File: src/rtl/pipe_ctrl_pkg.sv
// Shared stall-bus definitions and sequencer state codes for the pipeline controller.
package pipe_ctrl_pkg;

  localparam int unsigned STALL_W = 6;
  typedef logic [STALL_W-1:0] stall_bus_t;

  localparam logic STOP     = 1'b1;
  localparam logic NOT_STOP = 1'b0;

  // A request from stage k stops stages 0..k
  localparam stall_bus_t STALL_NONE = 6'b000000;
  localparam stall_bus_t STALL_IF   = 6'b000011;
  localparam stall_bus_t STALL_ID   = 6'b000111;
  localparam stall_bus_t STALL_EX   = 6'b001111;
  localparam stall_bus_t STALL_MEM  = 6'b011111;

  typedef enum logic [1:0] {
    CTRL_RUN,
    CTRL_EXBUSY,
    CTRL_FLUSH
  } ctrl_state_e;

endpackage

File: src/rtl/pipe_ctrl_stall_encoder.sv
// Priority encoder from per-stage stall requests to the 6-bit stall bus (MEM > EX > ID > IF).
module stall_encoder
  import pipe_ctrl_pkg::*;
(
  input  logic               req_if,
  input  logic               req_id,
  input  logic               req_ex,
  input  logic               req_mem,
  output logic [STALL_W-1:0] stall
);

  always_comb begin
    stall = {STALL_W{NOT_STOP}};
    if (req_mem)     stall = STALL_MEM;
    else if (req_ex) stall = STALL_EX;
    else if (req_id) stall = STALL_ID;
    else if (req_if) stall = STALL_IF;
  end

endmodule

File: src/rtl/pipe_ctrl.sv
// Pipeline sequencer: merges stage stall requests, times multi-cycle EX ops,
// issues exception flushes and counts stalled cycles.
module pipe_ctrl
  import pipe_ctrl_pkg::*;
#(
  parameter int unsigned CNT_W        = 6,
  parameter int unsigned FLUSH_CYCLES = 1,
  parameter int unsigned PERF_W       = 32
) (
  input  logic              clk,
  input  logic              rst,
  input  logic              stallreq_if,
  input  logic              stallreq_id,
  input  logic              stallreq_ex,
  input  logic              ex_multi_start,
  input  logic [CNT_W-1:0]  ex_multi_cycles,
  input  logic              stallreq_mem,
  input  logic              excp_valid,
  input  logic [31:0]       excp_new_pc,
  output logic [5:0]        stall,
  output logic              flush,
  output logic [31:0]       new_pc,
  output logic              ex_multi_done,
  output logic              ex_multi_abort,
  output logic              busy,
  output logic [PERF_W-1:0] stall_cycles
);

  localparam logic [1:0] FLUSH_LEN = 2'(FLUSH_CYCLES);

  ctrl_state_e      state, state_next;
  logic [CNT_W-1:0] cnt, cnt_next;
  logic [1:0]       fcnt, fcnt_next;
  logic             done_q, done_next;
  logic             multi_req;
  logic             req_id, req_ex;
  logic [5:0]       enc_stall;

  assign multi_req = ex_multi_start && (ex_multi_cycles != '0);

  always_comb begin
    state_next     = state;
    cnt_next       = cnt;
    fcnt_next      = fcnt;
    done_next      = 1'b0;
    ex_multi_abort = 1'b0;
    unique case (state)
      CTRL_RUN: begin
        if (excp_valid) begin
          state_next = CTRL_FLUSH;
          fcnt_next  = FLUSH_LEN;
        end else if (multi_req) begin
          // A one-cycle op never enters EX_BUSY; its single stall comes from multi_req
          if (ex_multi_cycles == CNT_W'(1)) begin
            done_next = 1'b1;
          end else begin
            state_next = CTRL_EXBUSY;
            cnt_next   = ex_multi_cycles - CNT_W'(1);
          end
        end
      end
      CTRL_EXBUSY: begin
        if (excp_valid) begin
          state_next     = CTRL_FLUSH;
          fcnt_next      = FLUSH_LEN;
          cnt_next       = '0;
          ex_multi_abort = 1'b1;
        end else if (!stallreq_mem) begin
          if (cnt == CNT_W'(1)) begin
            state_next = CTRL_RUN;
            cnt_next   = '0;
            done_next  = 1'b1;
          end else begin
            cnt_next = cnt - CNT_W'(1);
          end
        end
      end
      CTRL_FLUSH: begin
        if (excp_valid) begin
          fcnt_next = FLUSH_LEN;
        end else if (fcnt <= 2'd1) begin
          state_next = CTRL_RUN;
          fcnt_next  = '0;
        end else begin
          fcnt_next = fcnt - 2'd1;
        end
      end
      default: state_next = CTRL_RUN;
    endcase
    if (rst) ex_multi_abort = 1'b0;
  end

  always_ff @(posedge clk) begin
    if (rst) begin
      state  <= CTRL_RUN;
      cnt    <= '0;
      fcnt   <= '0;
      done_q <= 1'b0;
    end else begin
      state  <= state_next;
      cnt    <= cnt_next;
      fcnt   <= fcnt_next;
      done_q <= done_next;
    end
  end

  // ID and EX requests are ignored while the pipeline refills after a flush
  always_comb begin
    req_id = stallreq_id && (state != CTRL_FLUSH);
    req_ex = (state != CTRL_FLUSH) &&
             (stallreq_ex ||
              ((state == CTRL_RUN) && multi_req) ||
              ((state == CTRL_EXBUSY) && (cnt != '0)));
  end

  stall_encoder u_stall_encoder (
    .req_if  (stallreq_if),
    .req_id  (req_id),
    .req_ex  (req_ex),
    .req_mem (stallreq_mem),
    .stall   (enc_stall)
  );

  always_comb begin
    stall         = (rst || excp_valid) ? STALL_NONE : enc_stall;
    flush         = excp_valid;
    new_pc        = excp_valid ? excp_new_pc : '0;
    ex_multi_done = done_q;
    busy          = (state == CTRL_EXBUSY);
  end

  always_ff @(posedge clk) begin
    if (rst) begin
      stall_cycles <= '0;
    end else if ((stall[0] == STOP) && (stall_cycles != '1)) begin
      stall_cycles <= stall_cycles + PERF_W'(1);
    end
  end

endmodule

File: config.mk
export PLATFORM = sky130hd
export DESIGN_NAME = pipe_ctrl
export DESIGN_NICKNAME = d
export VERILOG_FILES = /design/src/rtl/pipe_ctrl_pkg.sv /design/src/rtl/pipe_ctrl_stall_encoder.sv /design/src/rtl/pipe_ctrl.sv
export SDC_FILE = /design/constraint.sdc
export NUM_CORES = 1
export LEC_CHECK = 0
export ABC_CLOCK_PERIOD_IN_PS = 4200
export CORE_UTILIZATION = 42
export DETAILED_ROUTE_END_ITERATION = 12
export GPL_TIMING_DRIVEN = 0
export PLACE_DENSITY = 0.8
export SLEW_MARGIN = 25
export SYNTH_ARGS = -nofsm -noshare
export SYNTH_HDL_FRONTEND = slang
export SYNTH_HIERARCHICAL = 1
export SYNTH_SLANG_ARGS = --single-unit
File: constraint.sdc
create_clock -name clk -period 4.2 [get_ports clk]
set_input_delay 1.05 -clock clk [delete_from_list [all_inputs] [get_ports clk]]
set_output_delay 1.05 -clock clk [all_outputs]
set_load 0.03 [all_outputs]
==> results by stage <==
Route:
- Wires add up to 8.47 mm.
- The top routing layer in use is met4.
- The detailed-route wire length on metal 1 is 3.37 mm.
- The first detailed-routing pass ran for 4 iterations.
- The total via count after detailed routing is 3209.
- Dividing the detail-routed via count by the number of cells gives 5.77.
- The routed length on met2 is 4.32 mm.
- The detailed router finished its first iteration with 135 violations.
- The residual antenna-violating net count after detailed routing is 0.
- The routed length per instance is 15.2 µm.
- The met3 layer wire length in the routed design is 676 µm.
- The remaining routing DRC violations is 0.

Power and ir drop:
- The sequential cell fraction of total power is 43.4%.
- The clock power share is 33.8%.
- Per report_power, the combinational group accounts for 22.8% of the total.
- The power density relative to cell area is 235 nW/µm².
- The net switching share of the total power is 28.1%.
- IR analysis of the VDD net gives a maximum drop of 0.000183 V.
- The internal power of the cells totals 0.696 mW.
- The net switching power figure is 0.272 mW.
- For this design the static power due to leakage is 1.42 nW.

Yosys:
- The average size of a mapped cell is 7.66 µm².
- The count of mapped cells out of synthesis is 354.
- In this run, distinct cell masters in the synthesized netlist total 49.
- Yosys mapped a number of flops with a built-in enable equal to 0.
- Yosys printed 6 warnings.
- The netlist area before placement is 2710 µm².
- For this run, the leading register cell type out of synthesis is sky130_fd_sc_hd__dfxtp_1.
- The share of the Yosys chip area taken by registers is 31.7%.
- The number of nets produced by synthesis is 406.
- Synthesis inferred 43 register bits.
- The fraction of registers with async set/reset is 0%.

Critical path:
- For the worst flop-to-flop path, the logic depth is 11.
- The capture point of the worst reg-to-reg path is stall_cycles[30]$_SDFFE_PP0P_.
- The largest fanout on the critical path is 10.
- Tracing the worst setup path back leads to its startpoint at excp_valid.
- Counting stages on the worst path, the most repeated cell is sky130_fd_sc_hd__clkdlybuf4s50_1.
- The critical path endpoint is new_pc[2].
- STA classifies the critical path startpoint as a primary input.
- The required arrival time at the worst endpoint is 3.15 ns.
- The worst register-to-register path begins at cnt[0]$_SDFFE_PP0P_.
- Data on the critical path arrives at its endpoint at 3.10 ns.
- Walking the worst path, the cells encountered are clkdlybuf4s50_1, clkbuf_2, clkbuf_1, and2_1, clkdlybuf4s50_1.
- The path type of the worst setup path is primary input to output pin.
- The largest incremental delay on the critical path is 0.70 ns.
- The register-to-register path setup slack is 1.16 ns.
- The category of the worst setup path capture point is an output pin.
- The slowest cell on the critical path is sky130_fd_sc_hd__clkdlybuf4s50_1.

Timing:
- The shortest period the worst path allows is 4.15 ns.
- The hold violation count in the final report was 0.
- The total setup violations reported at the end of the flow is 0.
- Setup slack closes at 0.0520 ns.
- Setup repair after global routing could not meet its margin everywhere.
- Clock skew on the completed layout was measured at 0.00747 ns.
- The final hold slack is 0.479 ns.
- For the pin with the worst max-slew slack, the measured transition is 0.645 ns.
- Derived from the worst setup path, the maximum achievable clock frequency is 241 MHz.
- The final critical path takes up 98.8% of the cycle.
- The final count of pins violating max slew is 0.
- The worst slew slack as a fraction of its limit is 56.7%.

Clock network:
- In this run the number of H-tree levels came out at 2.
- The total of hold buffers inserted after clock tree synthesis is 0.
- The clock latency at the later pin of the worst-skew pair is 0.30 ns.
- The maximum clock insertion buffer count is 2.
- Clock-pin slew was measured on the worst setup and hold paths at 0.08 ns.
- The root buffer cell is sky130_fd_sc_hd__clkbuf_8.
- The tree built by TritonCTS fans out to 43 sinks.
- The CTS buffer count is 5.
- TritonCTS built the clock tree.

Outcome:
- The run finished with clean final reports.

Global route:
- The number of global-route vias before repair came to 2979.
- The wire length of the first global-routing pass is 13.5 mm.
- Summed over all layers, the global routing overflow is 0.
- For this run, the total global-route usage over all layers was measured as 25.9%.
- Entering global routing, the biggest net connects 15 pins.
- The number of antenna violations at the first check in global routing is 0.

Placement:
- The worst slack at placement is -0.786 ns.
- The total placed instance area is 3990 µm².
- The last weighted congestion value of the routability-driven placer is 0.952.
- The HPWL after detailed placement is 6.54 mm.
- The port buffer count is 118.

Layout:
- The final-layout fill cell count is 500.
- The finished cells cover 4120 µm².
- The number of antenna diodes in the final layout is 0.
- The top cell types in the final layout, fill and taps aside, are sky130_fd_sc_hd__clkdlybuf4s50_1, sky130_fd_sc_hd__dfxtp_1, sky130_fd_sc_hd__and2_1, sky130_fd_sc_hd__a21oi_1, sky130_fd_sc_hd__nor2_1.
- Compared with the post-synthesis result, the final layout area differs by 52.1%.
- After the last flow step, the layout net total stands at 532.
- The library cell used most frequently in the layout, excluding fill and tap cells, is sky130_fd_sc_hd__clkdlybuf4s50_1.
- The fraction of final layout cells sized beyond drive strength 1 is 6.65%.

Floorplan:
- During I/O placement, the number of pins put on the boundary was 120.
- The die is 82.3 µm wide.
- The die covers 6780 µm².
- The core area is 6060 µm².
- The floorplan step set the die height to 82.3 µm.
- Row generation in the floorplan step produced 28 rows.
- The starting density of the core is 44.7%.

Min path:
- The path class of the tightest hold or removal check is flip-flop to flip-flop.
- Along the worst hold path, the cell count comes to 1.

Run:
- The max-capacitance violation count is 0.
## layout make-up
type,instances,area [µm²],area share (%)
plain buffers,23,108,2.61
clock buffers,5,68.8,1.67
clock inverters,3,43.8,1.06
inverters,14,52.6,1.27
multi-input cells,274,1710,41.5
flip-flops and latches,43,861,20.9
well taps,75,93.8,2.28
repair buffers,119,1180,28.7
## worst min-delay path by stage
stage,start,to,slack (ns)
floorplan,fcnt[1]$_SDFFE_PP0P_,fcnt[1]$_SDFFE_PP0P_,0.46
global placement,fcnt[1]$_SDFFE_PP0P_,fcnt[1]$_SDFFE_PP0P_,0.47
detailed placement,fcnt[1]$_SDFFE_PP0P_,fcnt[1]$_SDFFE_PP0P_,0.47
global route,fcnt[1]$_SDFFE_PP0P_,fcnt[1]$_SDFFE_PP0P_,0.48
CTS,fcnt[1]$_SDFFE_PP0P_,fcnt[1]$_SDFFE_PP0P_,0.48
finish,fcnt[1]$_SDFFE_PP0P_,fcnt[1]$_SDFFE_PP0P_,0.48
## power groups by stage
stage	clock, mW	sequential (mW)	combinational, mW
4_1_cts	0.330	0.420	0.221
2_1_floorplan	0	0.430	0.112
3_5_place_dp	0	0.430	0.219
5_1_grt	0.348	0.421	0.236
3_3_place_gp	0	0.430	0.216
6_report	0.327	0.420	0.220
## registers in the layout, summed over array words and instances (netlist names)
register       count
ex_multi_done      1
stall_cycles      32
cnt                6
state              2
fcnt               2
## synth_stat cells (2+ instances only)
cell type                   n  area share (%)
sky130_fd_sc_hd__nor2b_1    3            0.69
sky130_fd_sc_hd__o31ai_1   12             3.3
sky130_fd_sc_hd__inv_1     13             1.8
sky130_fd_sc_hd__nor2_1    23             3.2
sky130_fd_sc_hd__o211ai_1   3            0.83
sky130_fd_sc_hd__clkbuf_1  15             2.1
sky130_fd_sc_hd__nor4b_1    2            0.65
sky130_fd_sc_hd__a211oi_1   3            0.83
sky130_fd_sc_hd__xor2_1     2            0.65
sky130_fd_sc_hd__a21oi_1   32             5.9
sky130_fd_sc_hd__ha_1       6             2.8
sky130_fd_sc_hd__nand3_1   11             2.0
sky130_fd_sc_hd__dfxtp_1   43              32
sky130_fd_sc_hd__a31oi_1    2            0.46
sky130_fd_sc_hd__or3_1     14             3.2
sky130_fd_sc_hd__mux2_2     2            0.83
sky130_fd_sc_hd__or2_2      2            0.46
sky130_fd_sc_hd__buf_4      4             1.1
sky130_fd_sc_hd__o22ai_1    2            0.46
sky130_fd_sc_hd__o21bai_1   2            0.55
sky130_fd_sc_hd__nor3_1    10             1.8
sky130_fd_sc_hd__and3_1     3            0.69
sky130_fd_sc_hd__o21a_1     3            0.83
sky130_fd_sc_hd__or4_1     13             3.6
sky130_fd_sc_hd__nand4_1   13             3.0
sky130_fd_sc_hd__buf_2      4            0.74
sky130_fd_sc_hd__nand3b_1   2            0.55
sky130_fd_sc_hd__nor4_1    12             2.8
sky130_fd_sc_hd__and2_1    38             8.8
sky130_fd_sc_hd__nand2_1   14             1.9
sky130_fd_sc_hd__nand2b_1   3            0.69
sky130_fd_sc_hd__xnor2_1    5             1.6
sky130_fd_sc_hd__nor3b_1    3            0.83
sky130_fd_sc_hd__o21ai_0   20             3.7
## worst max-delay path, delay by kind of cell
kind	cells	cell delay, ns
buffers and inverters	4	1.87
and+or+nand+nor	1	0.18
## metal layers
metal | up-vias | GRT usage, %
met5 | - | 0
met4 | 0 | 7.19
met3 | 9 | 6.04
met2 | 170 | 48.3
met1 | 1482 | 29.0
li1 | 1548 | -
## cells by family after synthesis
kind of cell               share of synthesized area (%)
AOI/OAI and AO/OA                                   19.9
xor gates and xnor gates                            2.26
buffers and inverters                               5.86
other                                              0.138
adders and majority gates                           2.77
and+or+nand+nor                                     36.5
DFF                                                 31.7
muxes                                              0.831
## timing repair
item / 4_1_cts / 5_1_grt
resized for setup: 21 / 5
pin swaps: 1 / 0
setup endpoints to repair: 34 / 31
setup buffers: 1 / 0
## stage by stage
| step | utilization [%] | std cells | total power [mW] | setup TNS, ns |
|---|---|---|---|---|
| 6_report | 68.0 | 556 | 0.968 | 0 |
| 5_1_grt | 68.0 | 556 | 1.01 | -1.55 |
| 4_1_cts | 67.9 | 556 | 0.971 | 0 |
| 3_5_place_dp | 65.8 | 547 | 0.649 | -3.79 |
| 3_3_place_gp | 65.8 | 547 | 0.645 | -2.26 |
| 2_1_floorplan | - | 354 | 0.543 | 0 |
(Power assumes the default switching activity.)
